$ cat config.mk
export PLATFORM = sky130hd
export DESIGN_NAME = arb_mux_n
export DESIGN_NICKNAME = d
export VERILOG_FILES = /design/src/rtl/arb_mux_n.sv
export SDC_FILE = /design/constraint.sdc
export NUM_CORES = 1
export LEC_CHECK = 0
export CORE_AREA = 2 2 39 41
export CTS_CLUSTER_SIZE = 10
export DETAILED_ROUTE_END_ITERATION = 7
export DIE_AREA = 0 0 41 43
export PLACE_DENSITY = 0.52
export SYNTH_ARGS = -nofsm -noshare
export SYNTH_HDL_FRONTEND = slang
export SYNTH_SLANG_ARGS = --single-unit
$ cat constraint.sdc
create_clock -name clk -period 1.47 [get_ports clk]
set_clock_uncertainty 0.1 [all_clocks]
set_input_delay 0.147 -clock clk [delete_from_list [all_inputs] [get_ports clk]]
set_output_delay 0.147 -clock clk [all_outputs]
set_load 0.02 [all_outputs]
$ cat src/rtl/arb_mux_n.sv
// rtl/arb_mux_n.sv - N-channel arbitrated mux with a single registered output slot
// Fixed-priority or round-robin grant; one word per cycle when downstream keeps up.
module arb_mux_n #(
  parameter int WIDTH = 3,
  parameter int NCH   = 2,
  parameter int MODE  = 0,
  localparam int CW   = (NCH > 1) ? $clog2(NCH) : 1
) (
  input  logic                 clk,
  input  logic                 rst_n,
  input  logic [NCH*WIDTH-1:0] in_data,
  input  logic [NCH-1:0]       in_valid,
  output logic [NCH-1:0]       in_ready,
  output logic [WIDTH-1:0]     out_data,
  output logic                 out_valid,
  input  logic                 out_ready,
  output logic [CW-1:0]        out_sel
);

  logic [CW-1:0]    r_ptr;
  logic [WIDTH-1:0] r_out_data;
  logic [CW-1:0]    r_out_sel;
  logic             r_out_valid;

  logic [CW-1:0]    w_base;
  logic [CW-1:0]    w_gidx;
  logic [NCH-1:0]   w_grant;
  logic [WIDTH-1:0] w_gdata;
  logic             w_any;
  logic             w_can_load;
  logic             w_load;

  // Circular search from w_base; fixed priority is the same search pinned at 0.
  always_comb begin
    int idx;
    w_grant = '0;
    w_gidx  = '0;
    w_gdata = '0;
    w_any   = 1'b0;
    w_base  = (MODE == 1) ? r_ptr : '0;
    for (int k = 0; k < NCH; k++) begin
      idx = int'(w_base) + k;
      if (idx >= NCH) idx = idx - NCH;
      if (!w_any && in_valid[idx]) begin
        w_any        = 1'b1;
        w_grant[idx] = 1'b1;
        w_gidx       = CW'(idx);
        w_gdata      = in_data[idx*WIDTH +: WIDTH];
      end
    end
  end

  // rst_n gates the handshake so sources see no accept while reset is held.
  assign w_can_load = rst_n && (!r_out_valid || out_ready);
  assign w_load     = w_any && w_can_load;
  assign in_ready   = w_can_load ? w_grant : '0;

  always_ff @(posedge clk or negedge rst_n) begin
    if (!rst_n) begin
      r_out_valid <= 1'b0;
      r_out_data  <= '0;
      r_out_sel   <= '0;
      r_ptr       <= '0;
    end else if (w_load) begin
      r_out_valid <= 1'b1;
      r_out_data  <= w_gdata;
      r_out_sel   <= w_gidx;
      if (MODE == 1) begin
        r_ptr <= (w_gidx == CW'(NCH - 1)) ? '0 : w_gidx + 1'b1;
      end
    end else if (out_ready) begin
      r_out_valid <= 1'b0;
    end
  end

  assign out_data  = r_out_data;
  assign out_sel   = r_out_sel;
  assign out_valid = r_out_valid;

endmodule
==> impl_metrics.toml, run 1 <==
[cts]
cts_buffers = 3
htree_num_levels = 1
cts_tree = "yes"
clkLatencyLatePin_ns = 0.24
cts_sinks = 5
clock_tree.buffer_depth = 2
path_clk_slew_ns = 0.04
cts-root-buf = "clkbuf_4"
ctsHoldBuffers = 0

[floorplanning]
dieHeight_um = 43
core_um2 = 1384
rows = 14
die_x_um = 41
start_util = 0.2071
fp.dieArea_um2 = 1763
top_level_ports = 18

[run]
maxCapViolations = 0

[power_and_ir_drop]
p_sw_frac = 0.2918
cellPowerDensity_nw_per_um2 = 952.0
p_leak_nw = 0.2422
p_int_mw = 0.3619
power_switching_mw = 0.1491
finalPower_mw = 0.5110
p_comb_frac = 0.345
power_frac_clock = 0.305
p_seq_frac = 0.350
peakVddDrop_mv = 0.2356

[yosys]
synth_most_common_cell = "dfrtp_1"
synthSimpleGateAreaFrac = 0.2707
synth-xor-area-share = 0
avgSynthCellArea_um2 = 10.23
yosysSeqAreaShare = 0.4367
synth_top_family_by_area = "simple AND/OR/NAND/NOR gates"
yosys.area.top_type = "dfrtp_1"
yosysUniqueCellTypes = 14
yosys.area_share.adder = 0
yosysTopAreaCellShare = 0.4367
synth_edf_count = 0
syn_area_um2 = 286.5
synthTopCellsByCount = "dfrtp_1, a31oi_1, nor3_1, nor3b_1, o221a_1"
ys_async_sr_fraction = 1.000
synthMuxAreaShare = 0
synth-compound-area-share = 0.2402
synth.area.top_cells = "dfrtp_1, o221a_1, nor3b_1"
netlist_instances = 28
synth_ff_type = "dfrtp_1"
synth_nets = 39
yosysWarnings = 0
ys_seq_elements = 5

[worst_setup_path]
cp_slowest_cell = "clkdlybuf4s50_1"
crit_arrival_ns = 1.17
cp_num_buf_inv = 1
worst_ep_required_time_ns = 1.22
r2r_end = "out_data[0]"
rr_startpoint = "out_valid"
worst_r2r_path_depth = 4
max_stage_delay_ns = 0.60
crit_path_end_kind = "primary output"
path_cells = "clkdlybuf4s50_1"
regToRegSetupSlack_ns = 0.27
crit_family = "buffers and inverters"
start_kind = "flip-flop"
cp_max_fo = 2
critPathKind = "flip-flop to primary output"

[detailed_routing]
drt_iter0_drc = 4
wire_per_inst_um = 9.648
vias = 302
drt_pass1_iterations = 2
postRouteAntennaNets = 0
drc_errors = 0
totalWireLength_um = 685
viasPerCell = 4.254

[finish]
area_growth_pct = 87.34
final_cells = 71
fill_cells = 151
num_antenna_cells = 0
finalNetCount = 67
utilization = 0.3879
drive_gt1_frac = 0.2727

[grt]
grt_max_degree = 8
grt_use_total = 0.08862
grt_antenna_before_repair = 0
first_global_vias = 278
overflow = 0
grt_pass1_wl_um = 986

[status]
status = "completed"

[timing]
finalSetupViolations = 0
finalCritPeriodShare = 0.9648
max_slew.worst_pin.slew_ns = 0.2231
drv_slew = 0
fin_crit_ns = 1.418
setup_ws_ns = 0.05171
fmax_ghz = 0.7051
finalHoldViolations = 0
finalSetupTns_ns = 0
slew_headroom = 0.8510
rsz0062_at_grt = "no"

[placement]
port_buffers = 17
place_ws_ns = -0.3215
place_congestion = 0.7108
dpl.hpwl_um = 562.4
dpl.cell_count = 67

[hold_path]
min_path_type = "primary input to async pin"
==> kinds of logic after synthesis <==
group,Yosys count
compound gates,8
flops,5
simple gates,12
buf+inv,3
==> registers in the layout (all words and copies together), names as in the netlist <==
name	flops
out_sel	1
out_data	3
out_valid	1
==> final cells by class <==
cell class                 count  area, µm²  area share
inverter                       2      7.507     0.01399
multi-input combinational     20      146.4      0.2727
timing repair buffer          24      211.5      0.3939
tap                           16      20.02     0.03730
clock buffer                   4      26.28     0.04895
sequential                     5      125.1      0.2331
==> metrics by stage <==
step / hold slack (ns) / instance area [µm²]
2_1_floorplan: -0.2486 / 286.5
3_3_place_gp: 0.4073 / 521.8
3_5_place_dp: 0.4153 / 521.8
4_1_cts: 0.1862 / 545.5
5_1_grt: 0.2015 / 536.8
6_report: 0.2128 / 536.8
==> per-layer routing <==
| layer | GRT usage | part of all wire | up-vias |
|---|---|---|---|
| met5 | 0 | 0 | - |
| met4 | 0.1200 | 0 | 0 |
| met3 | 0 | 0.058 | 0 |
| met2 | 0.1250 | 0.47 | 10 |
| met1 | 0.09740 | 0.47 | 130 |
| li1 | - | - | 162 |
==> worst max-delay path by stage <==
| stage | startpoint | to | slack, ns | depth (start not counted) |
|---|---|---|---|---|
| after floorplan | out_valid | in_ready[1] | 0.22 | 3 |
| after global placement | out_ready | in_ready[1] | -0.29 | 5 |
| after detailed placement | out_ready | in_ready[1] | -0.32 | 5 |
| after CTS | out_data[2] | out_data[2] | 0.002 | 1 |
| after global routing | out_sel | out_sel | 0.01 | 1 |
| final | out_sel | out_sel | 0.05 | 1 |
==> placed cells by master (no fill, tap or decap), drive strengths merged <==
master and count:
dfrtp 5, o21ai 1, nor3 3, nand3 2, nor2 1, a31oi 3, dlymetal6s2s 1, nor3b 3
and2 1, inv 2, buf 8, a21boi 1, o221a 3, dlygate4sd2 3, nand2 1, clkbuf 5
clkdlybuf4s50 11, nand2b 1
==> power by group through the flow <==
stage / clock (mW) / sequential [mW] / combinational (mW)
floorplan: 0 / 0.210 / 0.0552
global placement: 0 / 0.183 / 0.191
detailed placement: 0 / 0.183 / 0.191
CTS: 0.164 / 0.180 / 0.180
global route: 0.170 / 0.183 / 0.190
finish: 0.156 / 0.179 / 0.176
==> what timing repair did <==
item	in CTS	in global routing
gates cloned	0	0
resized for setup	8	3
endpoints found under the setup margin	5	3
pin swaps	0	0
endpoints found under the hold margin	0	0
buffers inserted	0	0
(Power assumes the default switching activity.)
==> inputs of run 2 (changes only) <==
Settings changed: RECOVER_POWER from default to 25.
==> run 2 against run 1 <==
Net effect: non-clock buffer count unchanged; critical path depth unchanged; combinational power barely moved; final cell count unchanged; largest power group unchanged.
==> impl_metrics.toml, run 2 (synthesis gave the netlist of run 1 again) <==
[status]
status = "completed"

[detailed_routing]
wire_per_inst_um = 9.592
drt_iter0_drc = 4
totalWireLength_um = 681
vias = 301
viasPerCell = 4.239
drc_errors = 0
postRouteAntennaNets = 0
drt_pass1_iterations = 2

[cts]
clock_tree.buffer_depth = 2
path_clk_slew_ns = 0.04
clkLatencyLatePin_ns = 0.24
cts_sinks = 5
htree_num_levels = 1
ctsHoldBuffers = 0
cts_tree = "yes"
cts-root-buf = "clkbuf_4"
cts_buffers = 3

[power_and_ir_drop]
cellPowerDensity_nw_per_um2 = 955.3
peakVddDrop_mv = 0.2344
finalPower_mw = 0.5092
p_leak_nw = 0.2388

[grt]
grt_max_degree = 8
overflow = 0
grt_pass1_wl_um = 986
grt_use_total = 0.08862
first_global_vias = 278
grt_antenna_before_repair = 0

[worst_setup_path]
path_cells = "clkdlybuf4s50_1"
max_stage_delay_ns = 0.60
crit_arrival_ns = 1.17
rr_startpoint = "out_valid"
regToRegSetupSlack_ns = 0.27
crit_family = "buffers and inverters"
cp_slowest_cell = "clkdlybuf4s50_1"
cp.depth = 1
r2r_end = "out_data[0]"
critPathKind = "flip-flop to primary output"
crit_path_start = "out_sel"
crit_path_end = "out_sel"
worst_r2r_path_depth = 4
start_kind = "flip-flop"
cp_max_fo = 2
cp_num_buf_inv = 1
crit_path_end_kind = "primary output"
worst_ep_required_time_ns = 1.22

[finish]
layout_common_cells = "clkdlybuf4s50_1, buf_4, dfrtp_1"
fill_cells = 151
num_antenna_cells = 0
finalNetCount = 67
area_growth_pct = 86.03
final_common_cell = "clkdlybuf4s50_1"
drive_gt1_frac = 0.2545
largest_reg_flops = 3

[hold_path]
min_path_type = "primary input to async pin"

[timing]
rsz0062_at_grt = "no"
finalSetupTns_ns = 0
fmax_ghz = 0.7051
finalSetupViolations = 0
finalCritPeriodShare = 0.9648
max_slew.worst_pin.slew_ns = 0.2482
fin_crit_ns = 1.418
drv_slew = 0
finalHoldViolations = 0
slew_headroom = 0.8345

[floorplanning]
rows = 14
dieHeight_um = 43
die_x_um = 41
top_level_ports = 18
fp.dieArea_um2 = 1763
core_um2 = 1384
start_util = 0.2071

[run]
maxCapViolations = 0

[placement]
place_congestion = 0.7108
port_buffers = 17
dpl.hpwl_um = 562.4
run 2: worst min-delay path by stage:
| stage | slack (ns) | cells past startpoint | to |
|---|---|---|---|
| finish | 0.31 | 2 | out_valid |
| global route | 0.33 | 2 | out_sel |
| CTS | 0.19 | 2 | out_data[1] |
| detailed placement | 0.42 | 2 | out_sel |
| global placement | 0.41 | 2 | out_sel |
| floorplan | -0.25 | 0 | out_data[0] |
run 2: repair_timing:
item,in CTS,in global routing
buffers inserted,0,0
gates resized for setup,8,3
setup endpoints to repair,5,3
run 2: layout make-up:
cell class / instances / area [µm²] / area share
well taps: 16 / 20.02 / 0.03756
clock buffers: 4 / 26.28 / 0.04930
flip-flops and latches: 5 / 125.1 / 0.2347
multi-input cells: 20 / 146.4 / 0.2746
repair buffers: 24 / 207.7 / 0.3897
inverters: 2 / 7.507 / 0.01408
run 2: routing by layer:
metal  global-route usage  wire length [µm]  vias to the layer above
met5                    0                 0                        -
met4               0.1200                 0                        0
met3                    0                40                        0
met2               0.1250               323                       10
met1              0.09740               317                      129
li1                     -                 -                      162
run 2: power by group:
group	total [mW]	switching (mW)	internal, mW
clock network	0.156	0.0535	0.102
logic	0.174	0.0784	0.0958
registers	0.179	0.0171	0.162
total	0.509	0.149	0.360
run 2: through the flow:
step	cell area (µm²)	hold WS, ns	instances	util	setup slack (ns)
3_3_place_gp	521.8	0.4073	67	0.3770	-0.2934
6_report	533.0	0.3095	71	0.3852	0.05171
2_1_floorplan	286.5	-0.2486	28	-	0.2244
5_1_grt	533.0	0.3259	71	0.3852	0.01171
4_1_cts	545.5	0.1862	71	0.3942	0.001845
3_5_place_dp	521.8	0.4153	67	0.3770	-0.3215
==> inputs of run 3 (changes only) <==
Settings changed: HOLD_SLACK_MARGIN from default to 0.05, SLEW_MARGIN from default to 20.
Clock period 1.47 ns to 1.65 ns, I/O delays scaled along.
==> run 3 against run 2 <==
Net effect: sequential cell count unchanged; critical path depth increased by 4; first-iteration DRC count up 50%; combinational power is 5% lower; clock power decreased by 11%; global-route usage up 2.2 points; power is 8.5% lower; design area is 0.23% higher; hold slack worse by 0.017 ns; clock-buffer cell count unchanged; worst setup slack better by 0.049 ns; final cell count down 1.4%; critical endpoint is now in_ready[1].
==> impl_metrics.toml, run 3 (synthesis gave the netlist of run 1 again) <==
[placement]
dpl.cell_count = 66
dpl_cell_area_um2 = 514.2
place_ws_ns = -0.1788
port_buffers = 17
dpl.hpwl_um = 587.6
place_congestion = 0.7163

[floorplanning]
rows = 14
fp.dieArea_um2 = 1763
top_level_ports = 18
dieHeight_um = 43
die_x_um = 41
core_um2 = 1384
start_util = 0.2071

[worst_setup_path]
crit_family = "buffers and inverters"
critPathKind = "primary input to primary output"
path_cells = "clkdlybuf4s50_1 > nand2b_4 > nand3_1 > nor2_1 > dlygate4sd2_1"
cp_max_fo = 4
crit_path_end_kind = "primary output"
worst_r2r_path_depth = 4
cp_slowest_cell = "clkdlybuf4s50_1"
max_stage_delay_ns = 0.45
worst_ep_required_time_ns = 1.38
r2r_end = "out_data[2]"
regToRegSetupSlack_ns = 0.44
crit_arrival_ns = 1.28
start_kind = "primary input"
rr_startpoint = "out_valid"
crit_path_end = "in_ready[1]"
crit_path_start = "out_ready"
cp.depth = 5
cp_num_buf_inv = 2

[finish]
utilization = 0.3861
drive_gt1_frac = 0.2037
area_growth_pct = 86.46
layout_common_cells = "clkdlybuf4s50_1, dfrtp_1, buf_4"
final_area_um2 = 534.3
final_cells = 70
finalNetCount = 66
final_common_cell = "clkdlybuf4s50_1"
fill_cells = 146
largest_reg_flops = 3
num_antenna_cells = 0

[power_and_ir_drop]
p_int_mw = 0.3303
finalPower_mw = 0.4657
p_leak_nw = 0.2272
p_comb_frac = 0.356
p_sw_frac = 0.2908
peakVddDrop_mv = 0.2349
p_seq_frac = 0.345
power_switching_mw = 0.1354
cellPowerDensity_nw_per_um2 = 871.6
power_frac_clock = 0.299

[grt]
first_global_vias = 331
overflow = 0
grt_antenna_before_repair = 0
grt_pass1_wl_um = 1317
grt_max_degree = 10
grt_use_total = 0.1106

[cts]
cts_sinks = 5
cts-root-buf = "clkbuf_4"
clkLatencyLatePin_ns = 0.24
path_clk_slew_ns = 0.04
htree_num_levels = 1
cts_tree = "yes"
cts_buffers = 3
clock_tree.buffer_depth = 2
ctsHoldBuffers = 0

[hold_path]
min_path_type = "primary input to async pin"

[timing]
fin_crit_ns = 1.549
finalSetupViolations = 0
setup_ws_ns = 0.1006
finalHoldViolations = 0
finalCritPeriodShare = 0.9390
rsz0062_at_grt = "no"
max_slew.worst_pin.slew_ns = 0.4256
fmax_ghz = 0.6454
drv_slew = 0
slew_headroom = 0.7163
finalSetupTns_ns = 0
whs_ns = 0.2930

[detailed_routing]
drt_iter0_drc = 6
drc_errors = 0
postRouteAntennaNets = 0
vias = 312
drt_pass1_iterations = 4
viasPerCell = 4.457
wire_per_inst_um = 10.74
totalWireLength_um = 752

[run]
maxCapViolations = 0

[status]
status = "completed"
[run 3: changes by cell type in the layout (fill, tap and decap cells not counted)]
cell and change:
buf_2 -1, buf_4 -1, clkbuf_2 -1, clkdlybuf4s50_1 +5, dlygate4sd2_1 -1, dlygate4sd3_1 -1
dlymetal6s2s_1 -1
[run 3: cell type report]
type / count / area [µm²] / area share
clock buffers: 4 / 26.28 / 0.04918
inverters: 2 / 7.507 / 0.01405
multi-input cells: 20 / 146.4 / 0.2740
flip-flops and latches: 5 / 125.1 / 0.2342
well taps: 16 / 20.02 / 0.03747
repair buffers: 23 / 209.0 / 0.3911
[run 3: worst min-delay path by stage]
stage	from	endpoint	cells past startpoint
2_1_floorplan	rst_n	out_data[0]	0
3_3_place_gp	out_sel	out_sel	2
3_5_place_dp	out_sel	out_sel	2
4_1_cts	rst_n	out_valid	2
5_1_grt	rst_n	out_valid	2
6_report	rst_n	out_valid	2
[run 3: worst register-to-register path, cell delays in order (launching register included)]
cell	delay [ns]
dfrtp_1	0.38
nand2b_4	0.08
buf_4	0.14
and2_4	0.16
o221a_1	0.23
[run 3: timing repair]
item | 4_1_cts | 5_1_grt
setup buffers | 0 | 0
setup endpoints to repair | 2 | 0
resized for setup | 2 | 0
[run 3: power by group through the flow]
| stage | sequential (mW) | combinational (mW) | clock [mW] |
|---|---|---|---|
| after floorplan | 0.187 | 0.0492 | 0 |
| after global placement | 0.163 | 0.167 | 0 |
| after detailed placement | 0.162 | 0.169 | 0 |
| after CTS | 0.161 | 0.168 | 0.146 |
| after global routing | 0.164 | 0.180 | 0.154 |
| final | 0.161 | 0.166 | 0.139 |
[run 3: layer usage]
| layer | vias up | GRT usage | part of all wire | routed length, µm |
|---|---|---|---|---|
| met1 | 142 | 0.1548 | 0.46 | 345 |
| met3 | 0 | 0 | 0.040 | 30 |
| met5 | - | 0 | 0 | 0 |
| met4 | 0 | 0.1000 | 0 | 0 |
| li1 | 160 | - | - | - |
| met2 | 10 | 0.1469 | 0.50 | 376 |
